## src/rtl/hack_pkg.sv

```systemverilog
// Shared definitions for the Hack CPU core: FSM state encoding and
// instruction-word field positions.
package hack_pkg;

  typedef enum logic [1:0] {
    FETCH  = 2'd0,
    DECODE = 2'd1,
    EXEC   = 2'd2
  } state_e;

  localparam int IS_C   = 15;
  localparam int A_BIT  = 12;
  localparam int CMP_HI = 11;
  localparam int CMP_LO = 6;
  localparam int DEST_A = 5;
  localparam int DEST_D = 4;
  localparam int DEST_M = 3;
  localparam int J_LT   = 2;
  localparam int J_EQ   = 1;
  localparam int J_GT   = 0;

endpackage

```

## src/rtl/hack_cpu_alu.sv

```systemverilog
// Hack ALU: six-bit controlled 16-bit ALU with zero and negative flags.
module alu (
  input  logic [15:0] x,
  input  logic [15:0] y,
  input  logic        zx,
  input  logic        nx,
  input  logic        zy,
  input  logic        ny,
  input  logic        f,
  input  logic        no,
  output logic [15:0] out,
  output logic        zr,
  output logic        ng
);

  logic [15:0] x_z, x_n, y_z, y_n, f_out;

  always_comb begin
    x_z   = zx ? 16'h0000 : x;
    x_n   = nx ? ~x_z : x_z;
    y_z   = zy ? 16'h0000 : y;
    y_n   = ny ? ~y_z : y_z;
    f_out = f ? (x_n + y_n) : (x_n & y_n);
    out   = no ? ~f_out : f_out;
    zr    = (out == 16'h0000);
    ng    = out[15];
  end

endmodule

```

## src/rtl/hack_cpu.sv

```systemverilog
// Multi-cycle Hack CPU: FETCH/DECODE/EXEC per instruction against
// single-cycle-latency synchronous ROM and RAM.
module hack_cpu
  import hack_pkg::*;
(
  input  logic        clk,
  input  logic        reset,
  output logic [14:0] rom_addr,
  input  logic [15:0] rom_data,
  output logic [14:0] ram_addr,
  input  logic [15:0] ram_rdata,
  output logic [15:0] ram_wdata,
  output logic        ram_we,
  output logic [14:0] pc,
  output logic        retire
);

  state_e      state_q, state_d;
  logic [15:0] a_q, a_d;
  logic [15:0] d_q, d_d;
  logic [14:0] pc_q, pc_d;
  logic [15:0] ir_q, ir_d;

  logic [15:0] alu_y, alu_out;
  logic [5:0]  cmp;
  logic        zr, ng, take;
  logic [14:0] pc_inc;

  assign cmp    = ir_q[CMP_HI:CMP_LO];
  assign alu_y  = ir_q[A_BIT] ? ram_rdata : a_q;
  assign pc_inc = pc_q + 15'd1;
  assign take   = (ir_q[J_LT] & ng) | (ir_q[J_EQ] & zr) | (ir_q[J_GT] & ~ng & ~zr);

  alu u_alu (
    .x  (d_q),
    .y  (alu_y),
    .zx (cmp[5]),
    .nx (cmp[4]),
    .zy (cmp[3]),
    .ny (cmp[2]),
    .f  (cmp[1]),
    .no (cmp[0]),
    .out(alu_out),
    .zr (zr),
    .ng (ng)
  );

  assign rom_addr  = pc_q;
  assign pc        = pc_q;
  assign ram_addr  = a_q[14:0];
  assign ram_wdata = alu_out;

  // Jump target and M address both use A as it was before this EXEC.
  always_comb begin
    state_d = state_q;
    a_d     = a_q;
    d_d     = d_q;
    pc_d    = pc_q;
    ir_d    = ir_q;
    ram_we  = 1'b0;
    retire  = 1'b0;
    case (state_q)
      FETCH:  state_d = DECODE;
      DECODE: begin
        ir_d    = rom_data;
        state_d = EXEC;
      end
      EXEC: begin
        retire  = 1'b1;
        state_d = FETCH;
        if (!ir_q[IS_C]) begin
          a_d  = {1'b0, ir_q[14:0]};
          pc_d = pc_inc;
        end else begin
          ram_we = ir_q[DEST_M];
          if (ir_q[DEST_A]) a_d = alu_out;
          if (ir_q[DEST_D]) d_d = alu_out;
          pc_d = take ? a_q[14:0] : pc_inc;
        end
      end
      default: state_d = FETCH;
    endcase
  end

  always_ff @(posedge clk or posedge reset) begin
    if (reset) begin
      state_q <= FETCH;
      a_q     <= 16'h0000;
      d_q     <= 16'h0000;
      pc_q    <= 15'h0000;
      ir_q    <= 16'h0000;
    end else begin
      state_q <= state_d;
      a_q     <= a_d;
      d_q     <= d_d;
      pc_q    <= pc_d;
      ir_q    <= ir_d;
    end
  end

endmodule

```

## config.mk

```make
export PLATFORM = sky130hd
export DESIGN_NAME = hack_cpu
export DESIGN_NICKNAME = d
export VERILOG_FILES = /design/src/rtl/hack_pkg.sv /design/src/rtl/hack_cpu_alu.sv /design/src/rtl/hack_cpu.sv
export SDC_FILE = /design/constraint.sdc
export NUM_CORES = 1
export LEC_CHECK = 0
export ABC_AREA = 0
export CAP_MARGIN = 20
export CORE_ASPECT_RATIO = 1.4
export CORE_MARGIN = 2
export CORE_UTILIZATION = 45
export CTS_CLUSTER_SIZE = 16
export DETAILED_ROUTE_END_ITERATION = 10
export GPL_TIMING_DRIVEN = 0
export PLACE_DENSITY = 0.77
export RECOVER_POWER = 25
export SLEW_MARGIN = 25
export SYNTH_ARGS = -nofsm -noshare
export SYNTH_HDL_FRONTEND = slang
export SYNTH_HIERARCHICAL = 1
export SYNTH_SLANG_ARGS = --single-unit
```

## constraint.sdc

```tcl
create_clock -name clk -period 7 [get_ports clk]
set_clock_uncertainty 0.15 [all_clocks]
set_input_delay 0.7 -clock clk [delete_from_list [all_inputs] [get_ports clk]]
set_output_delay 0.7 -clock clk [all_outputs]
set_load 0.01 [all_outputs]
```

# --- Yosys cells after proc, flatten, opt, wreduce, memory -nomap -nowiden ---
# Cells that the tools add are included.
totals:
  register_bits: 65
  latch_bits: 0
  ram_bits: 0
  rom_bits: 0
  in_bits: 34
  out_inout_bits: 63
  elab_cells: 41
  mem_count: 0
classes:
  add_sub_neg: 2
  n_mul: 0
  div: 0
  n_lt_le_gt_ge: 0
  n_eq_ne: 3
  shift: 0
  muxes: 15
  bitwise_logic: 12
  reduce_logical: 4
ops:
  columns: ["operator", "count"]
  rows:
  - ["$mux 16", 9]
  - ["$not 16->16", 3]
  - ["$mux 15", 2]
  - ["$add 16x16->16", 1]
  - ["$and 16x16->16", 1]
  - ["$logic_not 16->1", 1]
  - ["$add 15x1->15 const B", 1]
  - ["$and 1x1->1", 4]
  - ["$pmux 2 s2", 1]
  - ["$mux 1", 3]
  - ["$reduce_and 3->1", 1]
  - ["$eq 2x1->1 const B", 1]
  - ["$eq 2x2->1 const B", 1]
  - ["$logic_not 2->1", 1]
  - ["$ne 2x2->1 const B", 1]
  - ["$not 1->1", 2]
  - ["$or 1x1->1", 2]
  - ["$reduce_and 2->1", 1]

# --- Logic depth before layout (Yosys ltp) ---
# Gate-level depths: netlist of run 1.
depth:
  ltp_word: 14
  ltp_mapped: 19
  mapped_depth_nobuf: 16

# --- By module ---
# The synthesis of run 1 kept the hierarchy.
by_module_without_submodules:
  columns: ["mod", "n_inst", "cells_each", "area_per_inst_um2", "seq_area_each_um2"]
  rows:
  - ["hack_cpu", 1, 311, 3404.5, 1626.6]
  - ["alu", 1, 271, 1930.6, 0.0]

# --- Worst setup path before layout of run 1 ---
# Ideal clock, no wire load.
synth_timing:
  path_type: "register to register"
  startpoint: "register ir_q[8]"
  endpoint: "register pc_q[10] (netlist: pc[10])"
  setup_time_ns: 0.124
  arrival_ns: 4.729
  t_required_ns: 6.726
  path_slack_ns: 1.997
  path_stages_with_launch: 18
  n_path_buf: 3
  period_less_slack_ns: 5.003
  cell_sequence: "dfrtp_1 clkbuf_1 clkbuf_1 xnor2_1 ha_1 fa_1 a21o_2 a2111oi_2 a211oi_1 or4_1 nand3_1 nand4_1 a2111oi_2 a22oi_1 a21o_1 buf_6 a21o_1 a211o_1"
synth_via:
  elab_chain_cells: 11
  word_cells_on_any_way: 17
  cone_classes: "add/sub (1); mux (5); bitwise (10); reduce/logical (1)"
synth_lines:
  columns: ["item", "line", "text"]
  rows:
  - ["start, declared", "hack_cpu.sv:22", "logic [15:0] ir_q, ir_d;"]
  - ["start signal, assigned", "hack_cpu.sv:97", "ir_q <= ir_d;"]
  - ["$mux 16 (*)", "hack_cpu_alu.sv:22", "y_n = ny ? ~y_z : y_z;"]
  - ["$add 16x16->16 / $and 16x16->16 (equally long branches)", "hack_cpu_alu.sv:23", "f_out = f ? (x_n + y_n) : (x_n & y_n);"]
  - ["$mux 16 (*)", "hack_cpu_alu.sv:23", null]
  - ["$not 16->16", "hack_cpu_alu.sv:24", "out = no ? ~f_out : f_out;"]
  - ["$mux 16 (*)", "hack_cpu_alu.sv:24", null]
  - ["$logic_not 16->1 (*)", "hack_cpu_alu.sv:25", "zr = (out == 16'h0000);"]
  - ["net zr", "hack_cpu.sv:26", "logic zr, ng, take;"]
  - ["$and 1x1->1 / $not 1->1 (equally long branches)", "hack_cpu.sv:32", "assign take = (ir_q[J_LT] & ng) | (ir_q[J_EQ] & zr) | (ir_q[J_GT] & ~ng & ~zr);"]
  - ["$or 1x1->1 / $and 1x1->1 (equally long branches)", "hack_cpu.sv:32", null]
  - ["$or 1x1->1 (*)", "hack_cpu.sv:32", null]
  - ["$mux 15 (*)", "hack_cpu.sv:78", "pc_d = take ? a_q[14:0] : pc_inc;"]
  - ["$mux 15 (*)", "hack_cpu.sv:71", "if (!ir_q[IS_C]) begin"]
  - ["end signal, assigned", "hack_cpu.sv:96", "pc_q <= pc_d;"]
  - ["end, declared", "hack_cpu.sv:21", "logic [14:0] pc_q, pc_d;"]
# Mark *: on every way through the listed nets, which the timed path passes. The rest lies on a longest branch.
# A chain may end at the register's enable or synchronous reset.

# --- Worst setup path after layout of run 1 ---
layout_timing:
  startpoint: "register ir_q[12]"
  endpoint: "output ram_wdata[15]"
layout_via:
  elab_chain_cells: 8
  word_cells_on_any_way: 9
  cone_classes: "add/sub (1); mux (5); bitwise (3)"
layout_lines:
  columns: ["item", "line", "text"]
  rows:
  - ["$mux 16 (*)", "hack_cpu.sv:30", "assign alu_y = ir_q[A_BIT] ? ram_rdata : a_q;"]
  - ["net alu_y[9]", "hack_cpu.sv:24", "logic [15:0] alu_y, alu_out;"]
  - ["$mux 16 (*)", "hack_cpu_alu.sv:21", "y_z = zy ? 16'h0000 : y;"]
  - ["$not 16->16", "hack_cpu_alu.sv:22", null]
  - ["$mux 16 (*)", "hack_cpu_alu.sv:22", null]
  - ["$add 16x16->16 (*)", "hack_cpu_alu.sv:23", null]
  - ["$mux 16 (*)", "hack_cpu_alu.sv:23", null]
  - ["$not 16->16", "hack_cpu_alu.sv:24", null]
  - ["$mux 16 (*)", "hack_cpu_alu.sv:24", null]
  - ["end, declared", "hack_cpu.sv:12", "output logic [15:0] ram_wdata,"]
# Marks and branches as above.

==> results of run 1 <==
==> worst min path at each step <==
stage | slack (ns) | cells past startpoint | to
3_5_place_dp | 0.28 | 1 | state_q[0]$_DFF_PP0_
2_1_floorplan | 0.26 | 1 | state_q[0]$_DFF_PP0_
3_3_place_gp | 0.27 | 1 | state_q[0]$_DFF_PP0_
6_report | 0.29 | 1 | state_q[0]$_DFF_PP0_
5_1_grt | 0.33 | 1 | state_q[0]$_DFF_PP0_
4_1_cts | 0.29 | 1 | state_q[0]$_DFF_PP0_
==> cell usage in the layout (no fill, tap or decap), types with 18 or more instances in the layout <==
cell type and n:
mux2i_1 28, clkdlybuf4s50_1 95, clkbuf_1 25, mux2_2 47, a21oi_1 28, dfrtp_1 65, buf_4 31, nand2_1 22
inv_1 18, nor2_1 35, xnor2_1 47, nand2b_1 37
==> logic make-up after synthesis <==
family | count (synthesis) | synth area share, %
flip-flops | 65 | 30.5
AND/OR/NAND/NOR | 175 | 17.8
adder cells (fa/ha/maj) | 18 | 4.36
AO/OA/AOI/OAI | 116 | 15.9
buffers and inverters | 86 | 8.54
multiplexers | 75 | 15.2
XOR/XNOR | 47 | 7.72
==> flip-flops by register name (all words and copies together), names as in the netlist <==
| register | cells |
|---|---|
| pc | 15 |
| ir_q | 16 |
| a_q | 16 |
| d_q | 16 |
| state_q | 2 |
==> per-layer routing <==
layer  routed length (µm)  GRT usage (%)  share of wire [%]  up-vias
met5                    0              0                  0        -
met4                  763           12.8                4.8        0
met3                  727           3.19                4.6       52
met2                 8510           45.5                 53      193
met1                 5940           29.2                 37     2355
li1                     -              -                  -     2291
==> through the flow <==
stage	cell area [µm²]	instances	utilization (%)
global route	6810	842	58.2
CTS	6830	842	58.4
detailed placement	6510	826	55.6
floorplan	5340	582	-
finish	6810	842	58.2
global placement	6480	825	55.4
==> worst reg2reg max path, stage by stage (launching register included) <==
cell and delay [ns]:
dfrtp_1 0.35, clkbuf_1 0.38, clkbuf_1 0.62, xnor2_1 0.20, ha_1 0.29, fa_1 0.44
a21o_2 0.24, a2111oi_2 0.41, a211oi_1 0.20, or4_1 0.55, nand3_1 0.14, nand4_1 0.16
a2111oi_2 0.52, a22oi_1 0.25, a21oi_2 0.23, buf_2 0.25, o21ai_0 0.14, a211oi_1 0.25
==> cell type report <==
cell class | instances | area [µm²] | share of cell area [%]
clock inverter | 2 | 60.1 | 0.882
clock buffer | 14 | 264 | 3.88
inverter | 21 | 80.1 | 1.18
timing repair buffer | 97 | 965 | 14.2
tap | 147 | 184 | 2.70
sequential | 65 | 1630 | 23.9
multi-input combinational | 431 | 3250 | 47.8
buffer | 65 | 375 | 5.51
==> report_power, final <==
group | switching (mW) | total, mW | internal [mW]
combinational | 0.727 | 1.50 | 0.770
sequential | 0.140 | 0.636 | 0.496
clock | 0.160 | 0.492 | 0.332
==> results.cfg, run 1 <==
[outcome]
status = finished, violations left
violations = capacitance limit, slew limit

[clock_tree]
numClockSinks = 65
htree_levels = 3
cts_tree = built
clock_latency_ns = 0.34
post_cts_buffers = 0
clockBufferDepth = 2
clk_pin_slew_ns = 0.05
cts_hold_buffers = 0
cts_resized = 0
ctsRootBufferMaster = clkbuf_16
cts_made_buffers = 9

[critical_path]
path_cells = clkbuf_1 > clkbuf_1 > mux2_2 > nand2b_1 > xnor2_1 > ha_1 > clkbuf_1 > nor3_1 > nand2b_1 > a211oi_1 > o31a_1 > o221ai_1 > xnor2_1 > buf_4 > clkdlybuf4s50_1
cp-endpoint = ram_wdata[15]
ff2ff_path_depth = 17
cp.buffers_inverters = 5
critical_path_class = flop to output port
cp_slowest_cell = clkdlybuf4s50_1
rrSetupSlack_ns = 1.15
r2r-end = pc[14]$_DFFE_PP0N_
required_ns = 6.15
crit_top_cell = clkbuf_1
crit_path_start_kind = flop
cp.arrival_ns = 5.12
end_kind = output port
startpoint = ir_q[12]$_DFFE_PP0N_
max_stage_delay_ns = 0.53
worst-path-stages = 15
critical_path.max_fanout = 10
cp_top_family = buffers and inverters
crit-reg2reg-launch = ir_q[8]$_DFFE_PP0N_

[routing]
postRouteAntennaNets = 0
drc = 0
first_pass_iters = 5
vias = 4891
wl_um = 15900
drt-initial-drc-count = 323
viasPerCell = 5.81
wl_per_cell_um = 18.9

[synthesis]
synth_area_leaders = dfrtp_1 (30%), mux2_2 (9.9%), xnor2_1 (7.7%), mux2i_1 (5.3%), buf_4 (4.4%)
syn-num-nets = 634
synth-seq-cells = 65
synthCells = 582
synth_cell_types = 72
ys_top_cells_by_count = dfrtp_1 (65), mux2_2 (47), xnor2_1 (47)
yosysMostFrequentCell = dfrtp_1
ys_warn_count = 6
synth_flop_cell = dfrtp_1
netlist_area_um2 = 5340
synth-seq-area-share_pct = 30.5
synth-edff-count = 0
synth_top_area_share_pct = 30.5
async_flop_share_pct = 100
yosys.area.top_type = dfrtp_1
syn_avg_cell_area_um2 = 9.17

[sta]
timing.hold.ws_ns = 0.295
setup_tns_ns = 0
slew_violations = 55
min_period_ns = 5.97
hold_viol_final = 0
tightestPinTransition_ns = 2.99
max_freq_mhz = 168
setup_viol = 0
timing.final.ws_setup_ns = 1.03
maxSlewHeadroom_pct = -99.3
fin_crit_sh_pct = 85.2
rsz0062_at_grt = no

[floorplan]
coreArea_um2 = 11700
io_pins = 97
die_area_um2 = 12800
num_rows = 47
die_height_um = 133
die-width_um = 96.0
initial_core_util_pct = 45.6

[pwr]
irDropWorstVdd_mv = 0.153
p_leak_nw = 2.78
total_power_mw = 2.62
power_density_nw_per_um2 = 385

[global_routing]
grt_pass1_vias = 5038
grt_antenna_before_repair = 0
gr-total-overflow = 0
grtUsageTotal_pct = 25.6
grt_pass1_wl_um = 25200
grt_max_degree = 55

[placed_design]
hpwl_um = 12300
io_buffers = 96
routabilityCongestion = 0.878
pre_cts_slack_ns = 1.17

[flow_run]
cap_viol_max_count = 1

[finish]
nets = 742
final_layout_size_suffix_gt1_share_pct = 16.4
n_antenna_cell = 0
syn_to_final_growth_pct = 27.6
fillers = 1030

[worst_hold_path]
hp-class = flop to flop
worstHoldStart = state_q[1]$_DFF_PP0_
(Power assumes the default switching activity.)
==> run 2, diff against run 1 <==
CORE_MARGIN = not set   (was 2)
CTS_BUF_LIST = sky130_fd_sc_hd__clkbuf_16   (was not set)
HOLD_SLACK_MARGIN = 0.1   (was not set)
==> results.cfg, run 2 (same netlist as run 1, synthesis figures left out) <==
[floorplan]
initial_core_util_pct = 46.6
coreArea_um2 = 11500
num_rows = 46
die_area_um2 = 12300
die_height_um = 131
io_pins = 97
die-width_um = 94.0

[finish]
nets = 742
layout_common_cells = clkdlybuf4s50_1 (95), dfrtp_1 (65), mux2_2 (47), xnor2_1 (47), nand2b_1 (37)
n_antenna_cell = 0
final_layout_size_suffix_gt1_share_pct = 16.1
syn_to_final_growth_pct = 27.2
layout_commonest_cell = clkdlybuf4s50_1
largest_registers = a_q (16), d_q (16), ir_q (16)

[placed_design]
io_buffers = 96
routabilityCongestion = 0.894
hpwl_um = 12200

[routing]
first_pass_iters = 6
drt-initial-drc-count = 246
drc = 0
viasPerCell = 5.85
vias = 4911
postRouteAntennaNets = 0
wl_per_cell_um = 18.7
wl_um = 15700

[global_routing]
busiest_layer = met2
grt_pass1_wl_um = 24300
gr-total-overflow = 0
grt_antenna_before_repair = 0
grt.met1_usage_pct = 28.4
grtUsageTotal_pct = 26.0
use_met2_pct = 48.4
grt_max_degree = 49
grtUsageMet3_pct = 3.07
grt_pass1_vias = 4808

[clock_tree]
clockBufferDepth = 2
cts_made_buffers = 9
cts_tree = built
clock_latency_ns = 0.33
cts_hold_buffers = 0
ctsRootBufferMaster = clkbuf_16
post_cts_buffers = 0
clk_pin_slew_ns = 0.05
htree_levels = 3
cts_resized = 0
numClockSinks = 65

[pwr]
power_density_nw_per_um2 = 382
total_power_mw = 2.59
irDropWorstVdd_mv = 0.153
p_leak_nw = 2.78

[sta]
tightestPinTransition_ns = 2.59
setup_tns_ns = 0
fin_crit_sh_pct = 85.3
rsz0062_at_grt = no
setup_viol = 0
min_period_ns = 5.97
maxSlewHeadroom_pct = -72.3
hold_viol_final = 0
max_freq_mhz = 167
slew_violations = 49

[outcome]
violations = capacitance limit, slew limit
status = finished, violations left

[critical_path]
cp.arrival_ns = 6.06
end_kind = flop
required_ns = 7.09
critical_path_class = flop to flop
crit_path_start_kind = flop
critical_path.max_fanout = 10

[flow_run]
cap_viol_max_count = 1

[worst_hold_path]
hp-class = flop to flop
==> run 2: changes by cell type in the layout (fill, tap and decap cells not counted) <==
| cell | previous run | this run |
|---|---|---|
| clkinv_1 | 1 | 3 |
| inv_1 | 18 | 21 |
| clkbuf_8 | 2 | 0 |
| clkbuf_1 | 25 | 22 |
==> run 2: power breakdown <==
part	internal [mW]	switching [mW]	total, mW
Clock	0.305	0.157	0.462
Combinational	0.770	0.725	1.50
Sequential	0.496	0.138	0.634
Total	1.57	1.02	2.59
==> run 2: final timing paths <==
check	from	end	slack [ns]	cells past startpoint
setup / recovery	ir_q[8]$_DFFE_PP0N_	pc[14]$_DFFE_PP0N_	1.03	17
hold reg to reg	state_q[0]$_DFF_PP0_	state_q[0]$_DFF_PP0_	0.30	1
hold / removal	state_q[0]$_DFF_PP0_	state_q[0]$_DFF_PP0_	0.30	1
min in group asynchronous	reset	pc[3]$_DFFE_PP0N_	0.79	2
setup reg to reg	ir_q[8]$_DFFE_PP0N_	pc[14]$_DFFE_PP0N_	1.03	17
max in group asynchronous	reset	state_q[0]$_DFF_PP0_	3.05	3
==> run 2: routing by layer <==
layer  wire (µm)  part of all wire [%]  vias to the layer above
met3         806                   5.1                       49
li1            -                     -                     2303
met4         597                   3.8                        0
met1        5910                    38                     2333
met2        8360                    53                      226
met5           0                     0                        -
==> run 2: worst max-delay path, stage by stage (launching register included) <==
cell       delay [ns]
dfrtp_1          0.35
clkbuf_1         0.38
clkbuf_1         0.63
xnor2_1          0.17
ha_1             0.29
fa_1             0.46
a21o_2           0.24
a2111oi_2        0.46
a211oi_1         0.22
or4_1            0.55
nand3_1          0.14
nand4_1          0.15
a2111oi_2        0.56
a22oi_1          0.25
a21oi_2          0.24
buf_2            0.25
o21ai_0          0.12
a211oi_1         0.25
==> run 2: cell type report <==
type | instances | area, µm²
fill | 1002 | 4670
multi-input combinational | 431 | 3250
sequential | 65 | 1630
timing repair buffer | 97 | 965
buffer | 65 | 375
clock buffer | 9 | 225
tap | 144 | 180
inverter | 21 | 80.1
clock inverter | 7 | 78.8
==> run 2: metrics by stage <==
step	util, %	hold WS (ns)	setup slack [ns]	instance area (µm²)	std cells
2_1_floorplan	-	0.261	2.00	5340	582
3_5_place_dp	56.8	0.287	1.04	6510	823
3_3_place_gp	56.5	0.269	1.18	6480	822
5_1_grt	59.2	0.318	0.731	6780	839
6_report	59.2	0.300	1.03	6780	839
4_1_cts	59.5	0.301	1.07	6810	839
